$ cat src/rtl/up_interp_lin.sv
// Linear-interpolating upsampler: each accepted sample b, paired with the previous sample a,
// produces R = 2**LOG2_R outputs stepping from a toward b, one per clock.
module up_interp_lin #(
  parameter int N      = 16,
  parameter int LOG2_R = 1
) (
  input  logic         clk,
  input  logic         rst,
  input  logic [N-1:0] x,
  input  logic         x_valid,
  output logic         x_ready,
  output logic [N-1:0] y,
  output logic         y_valid
);

  localparam int AW = N + LOG2_R + 1;

  typedef enum logic [1:0] {IDLE, PRIME, RUN} state_t;

  state_t                 state_q, state_d;
  logic [N-1:0]           a_q, a_d;
  logic [N-1:0]           b_q, b_d;
  logic signed [N:0]      d_q, d_d;
  logic signed [AW-1:0]   acc_q, acc_d;
  logic [LOG2_R-1:0]      k_q, k_d;
  logic [N-1:0]           y_q, y_d;
  logic                   y_valid_q, y_valid_d;

  logic                   last_phase;
  logic                   accept;

  assign last_phase = &k_q;
  assign x_ready    = (state_q != RUN) || last_phase;
  assign accept     = x_valid && x_ready;
  assign y          = y_q;
  assign y_valid    = y_valid_q;

  always_comb begin
    state_d   = state_q;
    a_d       = a_q;
    b_d       = b_q;
    d_d       = d_q;
    acc_d     = acc_q;
    k_d       = k_q;
    y_d       = y_q;
    y_valid_d = 1'b0;
    case (state_q)
      IDLE: begin
        if (accept) begin
          a_d     = x;
          state_d = PRIME;
        end
      end
      PRIME: begin
        if (accept) begin
          b_d     = x;
          d_d     = $signed({1'b0, x}) - $signed({1'b0, a_q});
          acc_d   = {1'b0, a_q, {LOG2_R{1'b0}}};
          k_d     = '0;
          state_d = RUN;
        end
      end
      RUN: begin
        // acc holds (a<<LOG2_R) + k*d, so its upper bits are a + floor(k*d/R)
        y_d       = acc_q[N+LOG2_R-1:LOG2_R];
        y_valid_d = 1'b1;
        acc_d     = acc_q + AW'(d_q);
        k_d       = k_q + LOG2_R'(1);
        if (last_phase) begin
          a_d = b_q;
          if (accept) begin
            b_d   = x;
            d_d   = $signed({1'b0, x}) - $signed({1'b0, b_q});
            acc_d = {1'b0, b_q, {LOG2_R{1'b0}}};
            k_d   = '0;
          end else begin
            state_d = PRIME;
          end
        end
      end
      default: state_d = IDLE;
    endcase
  end

  always_ff @(posedge clk or posedge rst) begin
    if (rst) begin
      state_q   <= IDLE;
      a_q       <= '0;
      b_q       <= '0;
      d_q       <= '0;
      acc_q     <= '0;
      k_q       <= '0;
      y_q       <= '0;
      y_valid_q <= 1'b0;
    end else begin
      state_q   <= state_d;
      a_q       <= a_d;
      b_q       <= b_d;
      d_q       <= d_d;
      acc_q     <= acc_d;
      k_q       <= k_d;
      y_q       <= y_d;
      y_valid_q <= y_valid_d;
    end
  end

endmodule

$ cat config.mk
export PLATFORM = sky130hd
export DESIGN_NAME = up_interp_lin
export DESIGN_NICKNAME = d
export VERILOG_FILES = /design/src/rtl/up_interp_lin.sv
export SDC_FILE = /design/constraint.sdc
export NUM_CORES = 1
export LEC_CHECK = 0
export CORE_AREA = 8 8 106 108
export CTS_BUF_LIST = sky130_fd_sc_hd__clkbuf_2 sky130_fd_sc_hd__clkbuf_4 sky130_fd_sc_hd__clkbuf_8
export DETAILED_ROUTE_END_ITERATION = 8
export DIE_AREA = 0 0 114 116
export HOLD_SLACK_MARGIN = 0.03
export PLACE_DENSITY_LB_ADDON = 0.25
export SYNTH_ARGS = -nofsm -noshare
export SYNTH_HDL_FRONTEND = slang
export SYNTH_SLANG_ARGS = --single-unit
$ cat constraint.sdc
create_clock -name clk -period 5.1 [get_ports clk]
set_input_delay 0.765 -clock clk [delete_from_list [all_inputs] [get_ports clk]]
set_output_delay 0.765 -clock clk [all_outputs]
set_load 0.03 [all_outputs]
==> summary.md, run 1 <==
| Metric | Value |
|---|---|
| Status | `finished, final reports clean` |
| Core area | `~9500 sq um` |
| Tcrit/Tclk final | `a little over 70%` |
| Cell Rows | `36` |
| Footprint of the multi-input gates | `2879 sq um` |
| FF-to-FF Start | `state_q[0]$_DFFE_PP0P_` |
| Worst R2R End | `d_q[14]$_DFFE_PP0P_` |
| Yosys warnings | `0` |
| Peak Freq | `approximately 270 MHz` |
| Min-delay src | `y[4]$_DFFE_PP0N_` |
| WS Path Type | `reg -> reg` |
| Layout Nets | `~670` |
| WL final | `approximately 13000 um` |
| Final worst slack | `~1500 ps` |
| Gates resized, CTS repair | `0` |
| Hold slack | `473.7 ps` |
| Via density | `around 5.8` |
| Flop-to-flop setup slack | `~1500 ps` |
| Mapped Cells | `~600` |
| Pre-CTS WS | `between 1500 and 2000 ps` |
| Register Area | `approximately 2200 sq um` |
| Initial Utilization | `54.06%` |
| Aggregate global routing overflow | `0` |
| Hold-fix buffers, CTS | `0` |
| Critical path capture point type | `flop` |
| Area Overhead vs Synth | `13.11%` |
| Post-CTS setup buffers | `0` |
| CP startpoint kind | `flop` |
| Initial antenna violation count | `0` |
| Post-Syn Nets | `around 640` |
| Worst EP required | `roughly 5400 ps` |
| Max Cap Viol | `0` |
| Crit-path max FO | `13` |
| GRT Util Overall | `about 20%` |
| First-pass GRT wire length | `21170 um` |
| Die ar. | `about 13000 sq um` |
| Vias in the first global route | `4311` |
| Yosys cell types | `~50` |
| Most common cell after layout, fill and taps aside | `nand2_1` |
| Clock Sinks | `86` |
| Max-slew violations | `0` |
| Die extent in x | `114 um` |
| Setup TNS | `0 ps` |
| Clock Root Buffer | `clkbuf_8` |
| Die Y-Extent | `116 um` |
| Worst clock skew | `roughly 13 ps` |
| Power per cell area | `roughly 740 nW/um^2` |
| Fillers | `approximately 860` |
| DRC viols | `0` |
| Initial DRC count | `316` |
| Vias | `around 4400` |
| WL/cell | `between 15 and 20 um` |
| Syn Area/Cell | `about 9 sq um` |
| Clk buf depth | `2` |
| H-tree levels | `3` |
| Slew HR | `35.78%` |
| TritonCTS buffer count | `9` |
| Final Core Density | `between 60% and 70%` |
| Final Setup Violations | `0` |
| Hold depth | `2` |
| Yosys reg bits | `86` |
| FF-to-FF path depth | `14` |
| Clock-pin slew on the worst setup and hold paths | `90 ps` |
| Ys flop type | `dfrtp_1` |
| Hold Crit Class | `reg -> reg` |
| Ys async rst share | `100.0%` |
| Largest net degree at the start of global routing | `61` |
| Placed wire-length estimate | `approximately 9100 um` |
| Finished Cell Area | `between 5000 and 6000 sq um` |
| Post-synth EDFFs | `0` |
| VDD IR max | `roughly 300 uV` |
| Clock latency on the worst-skew pair | `between 300 and 400 ps` |
| Ant. Diodes | `0` |
| I/O pins | `37` |
| DR pass1 iterations | `5` |
| Most frequent cells in the layout | `nand2_1 (129), dfrtp_1 (86), a21oi_1 (54), o21ai_0 (54), clkdlybuf4s50_1 (36)` |
| Syn Std Cell Area | `5162 sq um` |
| Layout cells sized above 1 | `under 10%` |
| Final hold viol count | `0` |
| Worst endpoint data arrival time | `slightly below 4000 ps` |
| Final min period | `between 3000 and 4000 ps` |
| Pleak | `around 2.7 nW` |
| Buffers on Ports | `36` |
| Final GP Congestion | `0.9071` |
| CTS tree | `built` |
| Placed inst area | `between 5000 and 6000 sq um` |
| Hold EP | `y[4]$_DFFE_PP0N_` |
| RSZ-0062 raised after global routing | `no` |
| Slew @ Worst Pin | `~960 ps` |
| DRT antenna net count | `0` |
| Sequential share of the synthesized area | `approximately two fifths` |
[cell type report]
cell class / count / area share, %
clock buffers: 13 / 2.850
clock inverters: 3 / 0.7285
inverters: 9 / 0.6000
multi-input cells: 467 / 49.30
flip-flops and latches: 86 / 36.85
well taps: 133 / 2.850
repair buffers: 41 / 6.814
[cell usage after synthesis, types with 5 or more instances]
cell,n,area [sq um]
a31oi_1,8,50.05
mux2_2,16,180.2
xor2_1,13,113.9
a211oi_1,10,75.07
mux2i_1,8,80.08
a21oi_1,54,270.3
nor2b_1,5,31.28
nor3_1,8,40.04
buf_1,5,18.77
ha_1,32,400.4
inv_1,9,33.78
xnor2_1,9,78.83
nor2_1,27,101.4
and2_1,17,106.4
a21o_1,13,97.59
clkbuf_1,19,71.32
nand3_1,5,25.02
nand2b_1,8,50.05
dfrtp_1,86,2152
o21ai_0,54,270.3
nand2_1,129,484.2
[kinds of logic (layout without fill, tap and decap cells)]
logic type,after synthesis,after routing,share of synthesized area (%)
buf+inv,35,66,2.593
xor+xnor,22,22,3.733
flops,86,86,41.69
mux,24,24,5.041
fa+ha+maj,34,34,8.531
simple gates,211,211,17.81
compound gates,176,176,20.60
[flip-flops by register name (all words and copies together), names as in the netlist]
register,flops
a_q,16
d_q,17
y,16
y_valid,1
k_q,1
b_q,16
state_q,2
acc_q,17
[worst max-delay path, cell delays in order, from the launching register on]
cell and delay [ps]:
dfrtp_1 450, nand2b_2 320, inv_1 340, nand2_1 120, nand2_1 80, ha_1 170
inv_1 60, fa_1 440, a211oi_2 300, o21ai_1 150, a21o_1 210, or4_1 460
a31oi_1 200, xor2_1 160, o21ai_1 70
[layer usage]
| metal | up-vias | share of wire [%] | global-route usage [%] |
|---|---|---|---|
| li1 | 2125 | - | - |
| met5 | - | 0 | 0 |
| met4 | 0 | 1.4 | 7.720 |
| met1 | 2114 | 47 | 27.59 |
| met3 | 10 | 6.6 | 3.127 |
| met2 | 146 | 45 | 31.78 |
[power by group]
part	leakage, nW	switching, mW	internal [mW]
Sequential	1.06	0.312	1.02
Combinational	1.52	1.43	1.05
Clock	0.106	0.248	0.264
Total	2.69	1.99	2.33
[worst max-delay path by stage]
stage | startpoint | endpoint | slack, ps | cells after the start
after global placement | x[0] | d_q[14]$_DFFE_PP0P_ | 1580 | 12
final | state_q[0]$_DFFE_PP0P_ | d_q[14]$_DFFE_PP0P_ | 1460 | 14
after CTS | state_q[0]$_DFFE_PP0P_ | d_q[14]$_DFFE_PP0P_ | 1470 | 14
after detailed placement | x[0] | d_q[14]$_DFFE_PP0P_ | 1540 | 12
after floorplan | state_q[0]$_DFFE_PP0P_ | d_q[14]$_DFFE_PP0P_ | 1540 | 16
after global routing | state_q[0]$_DFFE_PP0P_ | d_q[14]$_DFFE_PP0P_ | 1190 | 14
[metrics by stage]
stage / std cells / power (mW)
finish: 752 / 4.316
CTS: 752 / 4.301
floorplan: 588 / 3.122
global route: 752 / 4.674
global placement: 736 / 3.680
detailed placement: 736 / 3.775
Power figures use the tool's default switching activity.
==> inputs of run 2 (changes only) <==
==> constraint.sdc (replaced) <==
create_clock -name clk -period 3.7 [get_ports clk]
set_input_delay 0.555 -clock clk [delete_from_list [all_inputs] [get_ports clk]]
set_output_delay 0.555 -clock clk [all_outputs]
set_load 0.03 [all_outputs]
==> summary.md, run 2 (synthesis gave the netlist of run 1 again) <==
| Metric | Value |
|---|---|
| Most frequent cells in the layout | `nand2_1 (129), dfrtp_1 (86), a21oi_1 (54), o21ai_0 (54), clkdlybuf4s50_1 (36) (unchanged)` |
| DRC viols | `0 (unchanged)` |
| RSZ-0062 raised after global routing | `no (unchanged)` |
| Max Cap Viol | `0 (unchanged)` |
| Clk buf depth | `2 (unchanged)` |
| Layout cells sized above 1 | `7.246% (was 6.947%)` |
| Most common cell after layout, fill and taps aside | `nand2_1 (unchanged)` |
| Hold depth | `2 (unchanged)` |
| Slew HR | `34.65% (was 35.78%)` |
| Area Overhead vs Synth | `14.40% (was 13.11%)` |
| Footprint of the multi-input gates | `2879 sq um (unchanged)` |
| Initial antenna violation count | `0 (unchanged)` |
| Worst clock skew | `9.625 ps (was 12.83 ps)` |
| Register Area | `2152 sq um (unchanged)` |
| Hold-fix buffers, CTS | `0 (unchanged)` |
| Core area | `9549 sq um (unchanged)` |
| Flop-to-flop setup slack | `260 ps (was 1460 ps)` |
| WS Path Type | `reg -> reg (unchanged)` |
| Max-slew violations | `0 (unchanged)` |
| CTS tree | `built (unchanged)` |
| Fillers | `808 (was 858)` |
| Cell Rows | `36 (unchanged)` |
| Final Power | `6.067 mW (was 4.316 mW)` |
| Worst R2R End | `d_q[14]$_DFFE_PP0P_ (unchanged)` |
| Die extent in x | `114 um (unchanged)` |
| Min-delay src | `y[14]$_DFFE_PP0N_ (was y[4]$_DFFE_PP0N_)` |
| H-tree levels | `3 (unchanged)` |
| Layout Cells excl Fill | `754 (was 752)` |
| Aggregate global routing overflow | `0 (unchanged)` |
| First-pass GRT wire length | `20930 um (was 21170 um)` |
| Layout Nets | `670 (was 667)` |
| Critical path capture point type | `flop (unchanged)` |
| Final Setup Violations | `0 (unchanged)` |
| Final GP Congestion | `0.9250 (was 0.9071)` |
| Power per cell area | `1027 nW/um^2 (was 739.1 nW/um^2)` |
| Die ar. | `13220 sq um (unchanged)` |
| Slowest-stage cell, CP | `dfrtp_1 (was or4_1)` |
| CP top delay family | `compound AO/OA/AOI/OAI gates (was simple AND/OR/NAND/NOR gates)` |
| GRT Util Overall | `19.95% (was 20.25%)` |
| Vias in the first global route | `4161 (was 4311)` |
| CP startpoint kind | `flop (unchanged)` |
| DR pass1 iterations | `5 (unchanged)` |
| Status | `finished, final reports clean (unchanged)` |
| Vias | `4372 (was 4395)` |
| Final min period | `3439 ps (was 3641 ps)` |
| Peak Freq | `290.8 MHz (was 274.6 MHz)` |
| Largest net degree at the start of global routing | `87 (was 61)` |
| Crit-path max FO | `10 (was 13)` |
| Hold EP | `y[14]$_DFFE_PP0N_ (was y[4]$_DFFE_PP0N_)` |
| Worst Path Buf+Inv | `2 (unchanged)` |
| Buffers on Ports | `36 (unchanged)` |
| Clock Root Buffer | `clkbuf_8 (unchanged)` |
| Clock latency on the worst-skew pair | `360 ps (was 370 ps)` |
| Placed Cells | `739 (was 736)` |
| Clock Sinks | `86 (unchanged)` |
| Gates resized, CTS repair | `0 (unchanged)` |
| Worst endpoint data arrival time | `3680 ps (was 3900 ps)` |
| WL final | `12490 um (was 12780 um)` |
| Pleak | `2.727 nW (was 2.692 nW)` |
| Final hold viol count | `0 (unchanged)` |
| Via density | `5.798 (was 5.844)` |
| FF-to-FF path depth | `14 (unchanged)` |
| FF-to-FF Start | `state_q[0]$_DFFE_PP0P_ (unchanged)` |
| Slowest Stage Delay on Critical Path | `460 ps (about the same)` |
| Tcrit/Tclk final | `92.93% (was 71.40%)` |
| Post-CTS setup buffers | `0 (unchanged)` |
| Biggest regs | `acc_q x17, d_q x17 (unchanged)` |
| Hold Crit Class | `reg -> reg (unchanged)` |
| Ant. Diodes | `0 (unchanged)` |
| Worst EP required | `3940 ps (was 5360 ps)` |
| VDD IR max | `331.2 uV (was 298.3 uV)` |
| WL/cell | `16.56 um (was 17.00 um)` |
| Clock-pin slew on the worst setup and hold paths | `80 ps (was 90 ps)` |
| Slew @ Worst Pin | `980.3 ps (was 963.3 ps)` |
| Critical path cell sequence | `nand2b_2 -> inv_1 -> nand2_1 -> nand2_1 -> ha_1 -> inv_1 -> fa_1 -> a211oi_2 -> o21ai_1 -> a21o_1 -> or4_1 -> a31oi_1 -> xor2_1 -> o21ai_1 (unchanged)` |
| I/O pins | `37 (unchanged)` |
| TritonCTS buffer count | `9 (unchanged)` |
| Initial Utilization | `54.06% (unchanged)` |
| Die Y-Extent | `116 um (unchanged)` |
| Placed wire-length estimate | `8979 um (was 9083 um)` |
| Initial DRC count | `334 (was 316)` |
| Setup TNS | `0 ps (unchanged)` |
| DRT antenna net count | `0 (unchanged)` |
run 2: worst max path at each step:
stage                           to  cells after the start  slack [ps]              startpoint
6_report       d_q[14]$_DFFE_PP0P_                     14         260  state_q[0]$_DFFE_PP0P_
5_1_grt        d_q[14]$_DFFE_PP0P_                     14          80  state_q[0]$_DFFE_PP0P_
4_1_cts        d_q[14]$_DFFE_PP0P_                     14         270  state_q[0]$_DFFE_PP0P_
3_5_place_dp   d_q[14]$_DFFE_PP0P_                     14         290  state_q[0]$_DFFE_PP0P_
3_3_place_gp   d_q[14]$_DFFE_PP0P_                     12         390                    x[0]
2_1_floorplan  d_q[14]$_DFFE_PP0P_                     16         140  state_q[0]$_DFFE_PP0P_
run 2: final cells by class:
cell class,instances,area share (%)
multi-input cells,467,48.75
well taps,133,2.818
inverters,9,0.5932
flip-flops and latches,86,36.44
clock inverters,4,1.610
clock buffers,11,2.458
repair buffers,44,7.331
run 2: power by group:
part / leakage (nW) / internal [mW] / total [mW] / switching [mW]
Combinational: 1.54 / 1.47 / 3.44 / 1.98
Sequential: 1.06 / 1.40 / 1.82 / 0.424
Clock: 0.123 / 0.470 / 0.801 / 0.331
run 2: layer usage:
metal | track usage [%] | vias to the layer above | part of all wire (%)
met5 | 0 | - | 0
met4 | 7.631 | 0 | 1.5
met3 | 3.491 | 14 | 6.6
met2 | 30.28 | 138 | 44
met1 | 27.77 | 2087 | 48
li1 | - | 2133 | -
run 2: per-stage QoR:
stage | setup WS, ps | cell area (sq um) | hold WS (ps) | util, %
2_1_floorplan | 137.0 | 5162 | 455.1 | -
3_3_place_gp | 388.9 | 5665 | 456.9 | 59.33
3_5_place_dp | 291.0 | 5665 | 462.4 | 59.33
4_1_cts | 271.0 | 5906 | 481.3 | 61.84
5_1_grt | 76.84 | 5906 | 491.8 | 61.84
6_report | 261.4 | 5906 | 472.8 | 61.84
run 2: worst min-delay path: cells and delay by family (launching register included):
family	cells	cell delay, ps
flip-flops	1	340
AND/OR/NAND/NOR	2	100
==> edit 1: new RTL, settings of run 1 <==
`y_q` no longer has a reset.
--- a/src/rtl/up_interp_lin.sv
+++ b/src/rtl/up_interp_lin.sv
@@ -90,7 +90,6 @@
       d_q       <= '0;
       acc_q     <= '0;
       k_q       <= '0;
-      y_q       <= '0;
       y_valid_q <= 1'b0;
     end else begin
       state_q   <= state_d;
@@ -99,10 +98,13 @@
       d_q       <= d_d;
       acc_q     <= acc_d;
       k_q       <= k_d;
-      y_q       <= y_d;
       y_valid_q <= y_valid_d;
     end
   end
 
+  always_ff @(posedge clk) begin
+    y_q <= y_d;
+  end
+
 endmodule
 
Check against the original RTL: differs if rst is asserted again (counterexample within 4 cycles, from zero or initial values and one cycle with rst high); with rst held inactive, the same outputs for 4 cycles.
==> edit 1 against run 1 <==
Sequential power is essentially flat; via count fell by 7.3%; clock skew shrank 0.00062 ns; worst hold slack improved by 0.013 ns; setup slack improved by 0.049 ns; combinational power is 7% lower; design area decreased by 0.84%; power shrank 0.97%; cell count shrank 6.5%; wire length shrank 4.6%; sequential cell count is the same; synthesized area decreased by 2.3%; critical path type unchanged; largest cell class unchanged; largest power group unchanged.
==> edit 1: results (changes against run 1) <==
Critical path
  • Worst R2R Setup Slack: 1.51 ns (+0.05 ns)
  • Critical path's top delay family: compound AO/OA/AOI/OAI gates
  • Slowest CP cell: buf_4
  • Crit path max fanout: 54 (+41)
  • Critical path class: register to register

Hold path
  • Worst Hold Endpoint: y[11]
  • Beginning of the worst hold path: acc_q[12]
  • WHS Path Cells: 0 (-2)

Logic synthesis
  • EDFF count, synth: 16 (+16)
  • Async SR Flop Fraction: 0.8140 (-0.1860)
  • Register area share after synthesis: 0.4425 (+0.02559)
  • Synthesized area per cell: 9.412 um^2 (+7.2%)
  • Largest cells by area after synthesis: dfrtp_1 35%, edfxtp_1 9.5%, ha_1 7.9%, nand2_1 6.0%, a21oi_1 5.4%
  • Syn nets: 589 (-8.1%)

Final layout
  • Ratio of cells with drive above 1 in the final layout: 0.07368 (+0.004217)
  • Fillcell total: 837 (-2.4%)
  • Final cell count without fillers: 703 (-6.5%)

Drt
  • Iteration-0 DRC Markers: 307 (-2.8%)
  • DR WL/cell: 17.35 um (+2.1%)
  • Routed wl met2: 5159 um (-11%)
  • M1 WL: 6050 um (+0.93%)

Power and ir drop
  • Worst vdd ir: 0.0002313 V (-22%)
  • Clock share of power: 0.151 (+0.032)
  • Lkg Pwr: 2.533 nW (-5.9%)
  • Switching Share: 0.4382 (-0.02236)
  • Logic power comb: 2.30 mW (-7%)

Placed design
  • Routability cong.: 0.8621 (-5.0%)
  • Post-DP HPWL: 8891 um (-2.1%)
  • Placed Cells: 687 (-6.7%)

GRT
  • First-pass GRT wire length: 19800 um (-6.5%)
  • Met2 GRT Util: 0.2835 (-0.03431)
  • Met1 usage: 0.2659 (-0.01003)
  • Gr usage total: 0.1917 (-0.01083)

STA
  • Final setup skew: 0.01221 ns (-0.0006202 ns)

Die
  • Initial core utilization: 0.5283 (-0.01232)

Outcome
  • Run status: finished, final reports clean
## edit 1: changes by cell type after synthesis, sizes merged
cell and delta:
buf -3, clkbuf -1, dfrtp -16, edfxtp +16
nand2 -48
## edit 1: area by class of cell
class                           instances  area, um^2  area share
Clock buffer                           10       137.6     0.02377
Clock inverter                          6       131.4     0.02269
Inverter                                9       33.78    0.005834
Multi-Input combinational cell        419        2699      0.4661
Sequential cell                        86        2232      0.3855
Tap cell                              133       166.4     0.02874
Timing Repair Buffer                   40       390.4     0.06742
## edit 1: metrics by stage
step                      setup slack [ns]  hold slack, ns    util  cell area [um^2]  power (mW)
after global placement               1.557          0.4647  0.5782              5522       3.512
final                                1.507          0.4862  0.6064              5791       4.274
after detailed placement             1.512          0.4726  0.5782              5522       3.601
after floorplan                      1.492          0.4504       -              5045       3.006
after CTS                            1.516          0.4916  0.6064              5791       4.259
after global routing                 1.334          0.5141  0.6064              5791       4.602
## edit 1: worst register-to-register path: stages, from the launching register on
cell	delay, ns
dfrtp_1	0.45
nand2b_2	0.16
buf_4	0.47
nand2_1	0.11
nand2_1	0.09
ha_1	0.17
inv_1	0.06
fa_1	0.44
a211oi_2	0.28
o21ai_1	0.13
a21o_1	0.20
or4_1	0.47
a31oi_1	0.20
xor2_1	0.16
o21ai_1	0.06
## edit 1: logic make-up (layout without fill, tap and decap cells)
logic type,after synthesis,count (layout),synth area share
AO/OA/AOI/OAI,176,176,0.2108
XOR/XNOR,22,22,0.03820
AND/OR/NAND/NOR,163,163,0.1466
adder cells (fa/ha/maj),34,34,0.08730
multiplexers,24,24,0.05159
buffers and inverters,31,65,0.02306
flip-flops,86,86,0.4425
==> edit 2: new RTL, settings of run 1 <==
Without the edit above. Set the parameter `N` to 15 (it was 16).
--- a/src/rtl/up_interp_lin.sv
+++ b/src/rtl/up_interp_lin.sv
@@ -1,7 +1,7 @@
 // Linear-interpolating upsampler: each accepted sample b, paired with the previous sample a,
 // produces R = 2**LOG2_R outputs stepping from a toward b, one per clock.
 module up_interp_lin #(
-  parameter int N      = 16,
+  parameter int N      = 15,
   parameter int LOG2_R = 1
 ) (
   input  logic         clk,
Interface: changed (resized x and y); port bits go from 37 to 35. No check against the original RTL was run, so the function may have changed too.
==> edit 2 against run 1 <==
Setup slack improved by 0.28 ns; critical path depth fell by 3; clock power rose by 8.2%; sequential cell count fell by 5; cell count rose by 0.66%; synthesized cell count rose by 2.0%; power fell by 3.6%; synthesized area fell by 2.6%; wire length fell by 3.3%; design area fell by 3.3%; highest routed layer unchanged.
==> edit 2: results (changes against run 1) <==
Outcome
  • Run status: finished, final reports clean

Final layout
  • Fillcell total: 886 (+3.3%)
  • Ratio of cells with drive above 1 in the final layout: 0.05288 (-0.01658)
  • Nets: 669 (+0.30%)

Critical path
  • Crit path max fanout: 46 (+33)
  • Critical path's top delay family: compound AO/OA/AOI/OAI gates
  • Max incr delay on CP: 0.56 ns (+0.10 ns)
  • Worst setup path end: d_q[7]
  • Slowest CP cell: inv_2
  • Worst R2R Setup Slack: 1.74 ns (+0.28 ns)
  • R2R depth: 11 (-3)

Power and ir drop
  • Worst vdd ir: 0.0002709 V (-9.2%)
  • Internal power: 2.227 mW (-4.3%)

Placed design
  • Routability cong.: 0.9436 (+4.0%)
  • Pre-CTS WS: 1.789 ns (+0.2479 ns)
  • Post-DP HPWL: 8903 um (-2.0%)
  • Port Buffer Count: 34 (-5.6%)

STA
  • Final setup skew: 0.009300 ns (-0.003526 ns)
  • Min Tclk post-route: 3.361 ns (-0.2803 ns)
  • Slew margin rel.: 0.3795 (+0.02166)

Logic synthesis
  • Syn nets: 650 (+1.4%)
  • Register area share after synthesis: 0.4033 (-0.01358)
  • Synth cell types: 59 (+16%)
  • Post-synth top cells: 161 x nand2_1, 81 x dfrtp_1, 58 x a21oi_1

GRT
  • First-pass GRT wire length: 21390 um (+1.0%)
  • Initial antenna violation count: 0 (unchanged)
  • Gr usage total: 0.2032 (+0.0006904)
  • Largest net degree at the start of global routing: 57 (-6.6%)

Drt
  • Total Wirelength: 12360 um (-3.3%)
  • Vias after detailed routing: 4380 (-0.34%)
==> edit 2: cell types whose count changed after synthesis, sizes merged, moves of 4 or more <==
| cell | change |
|---|---|
| nand3 | +11 |
| xnor2 | -5 |
| nand2 | +32 |
| o21a | +4 |
| buf | +8 |
| clkbuf | -5 |
| dfrtp | -5 |
| o21ai | -6 |
| a21oi | +4 |
| nor2 | -8 |
| mux2 | -15 |
| nand2b | -4 |
| a21o | -4 |
==> edit 2: final cells by class <==
| class | count | area [um^2] | share of cell area |
|---|---|---|---|
| clock buffer | 14 | 173.9 | 0.03079 |
| inverter | 10 | 38.79 | 0.006868 |
| multi-input combinational | 480 | 2819 | 0.4991 |
| sequential | 81 | 2027 | 0.3589 |
| timing repair buffer | 37 | 362.8 | 0.06424 |
| clock inverter | 2 | 60.06 | 0.01063 |
| tap | 133 | 166.4 | 0.02946 |
==> edit 2: worst min-delay path: cells and delay by family, from the launching register on <==
family | cells | cell delay (ns)
flip-flops | 1 | 0.34
AND/OR/NAND/NOR | 2 | 0.10
==> edit 2: cells by family after synthesis <==
kind of cell,after synthesis,share of synthesized area
AND/OR/NAND/NOR,240,0.2079
AO/OA/AOI/OAI,185,0.2273
adder cells (fa/ha/maj),32,0.08265
multiplexers,8,0.01618
flip-flops,81,0.4033
buffers and inverters,39,0.03659
XOR/XNOR,15,0.02614
==> edit 2: metrics by stage <==
step	instances	utilization	total power [mW]	area (um^2)
2_1_floorplan	600	-	3.004	5026
3_3_place_gp	741	0.5670	3.493	5414
3_5_place_dp	741	0.5670	3.576	5414
4_1_cts	757	0.5915	4.143	5648
5_1_grt	757	0.5915	4.543	5648
6_report	757	0.5915	4.160	5648
==> edit 2: worst min-delay path by stage <==
stage / startpoint / to / slack [ns] / depth (start not counted)
6_report: y[14] / y[14] / 0.47 / 2
5_1_grt: y[12] / y[12] / 0.49 / 2
4_1_cts: y[12] / y[12] / 0.48 / 2
3_5_place_dp: y[2] / y[2] / 0.46 / 2
3_3_place_gp: y[3] / y[3] / 0.46 / 2
2_1_floorplan: b_q[10] / b_q[10] / 0.45 / 2
==> edit 2: routing by layer <==
metal,vias up,wire length [um],track usage
li1,2151,-,-
met1,2076,5759,0.2717
met2,135,5607,0.3174
met3,18,775,0.04169
met4,0,216,0.07720
met5,-,0,0
==> edit 2: power groups by stage <==
stage,clock [mW],sequential (mW),combinational (mW)
after CTS,0.563,1.23,2.35
after global routing,0.591,1.28,2.67
final,0.554,1.24,2.37
after floorplan,0,1.23,1.77
after detailed placement,0,1.24,2.33
after global placement,0,1.23,2.26
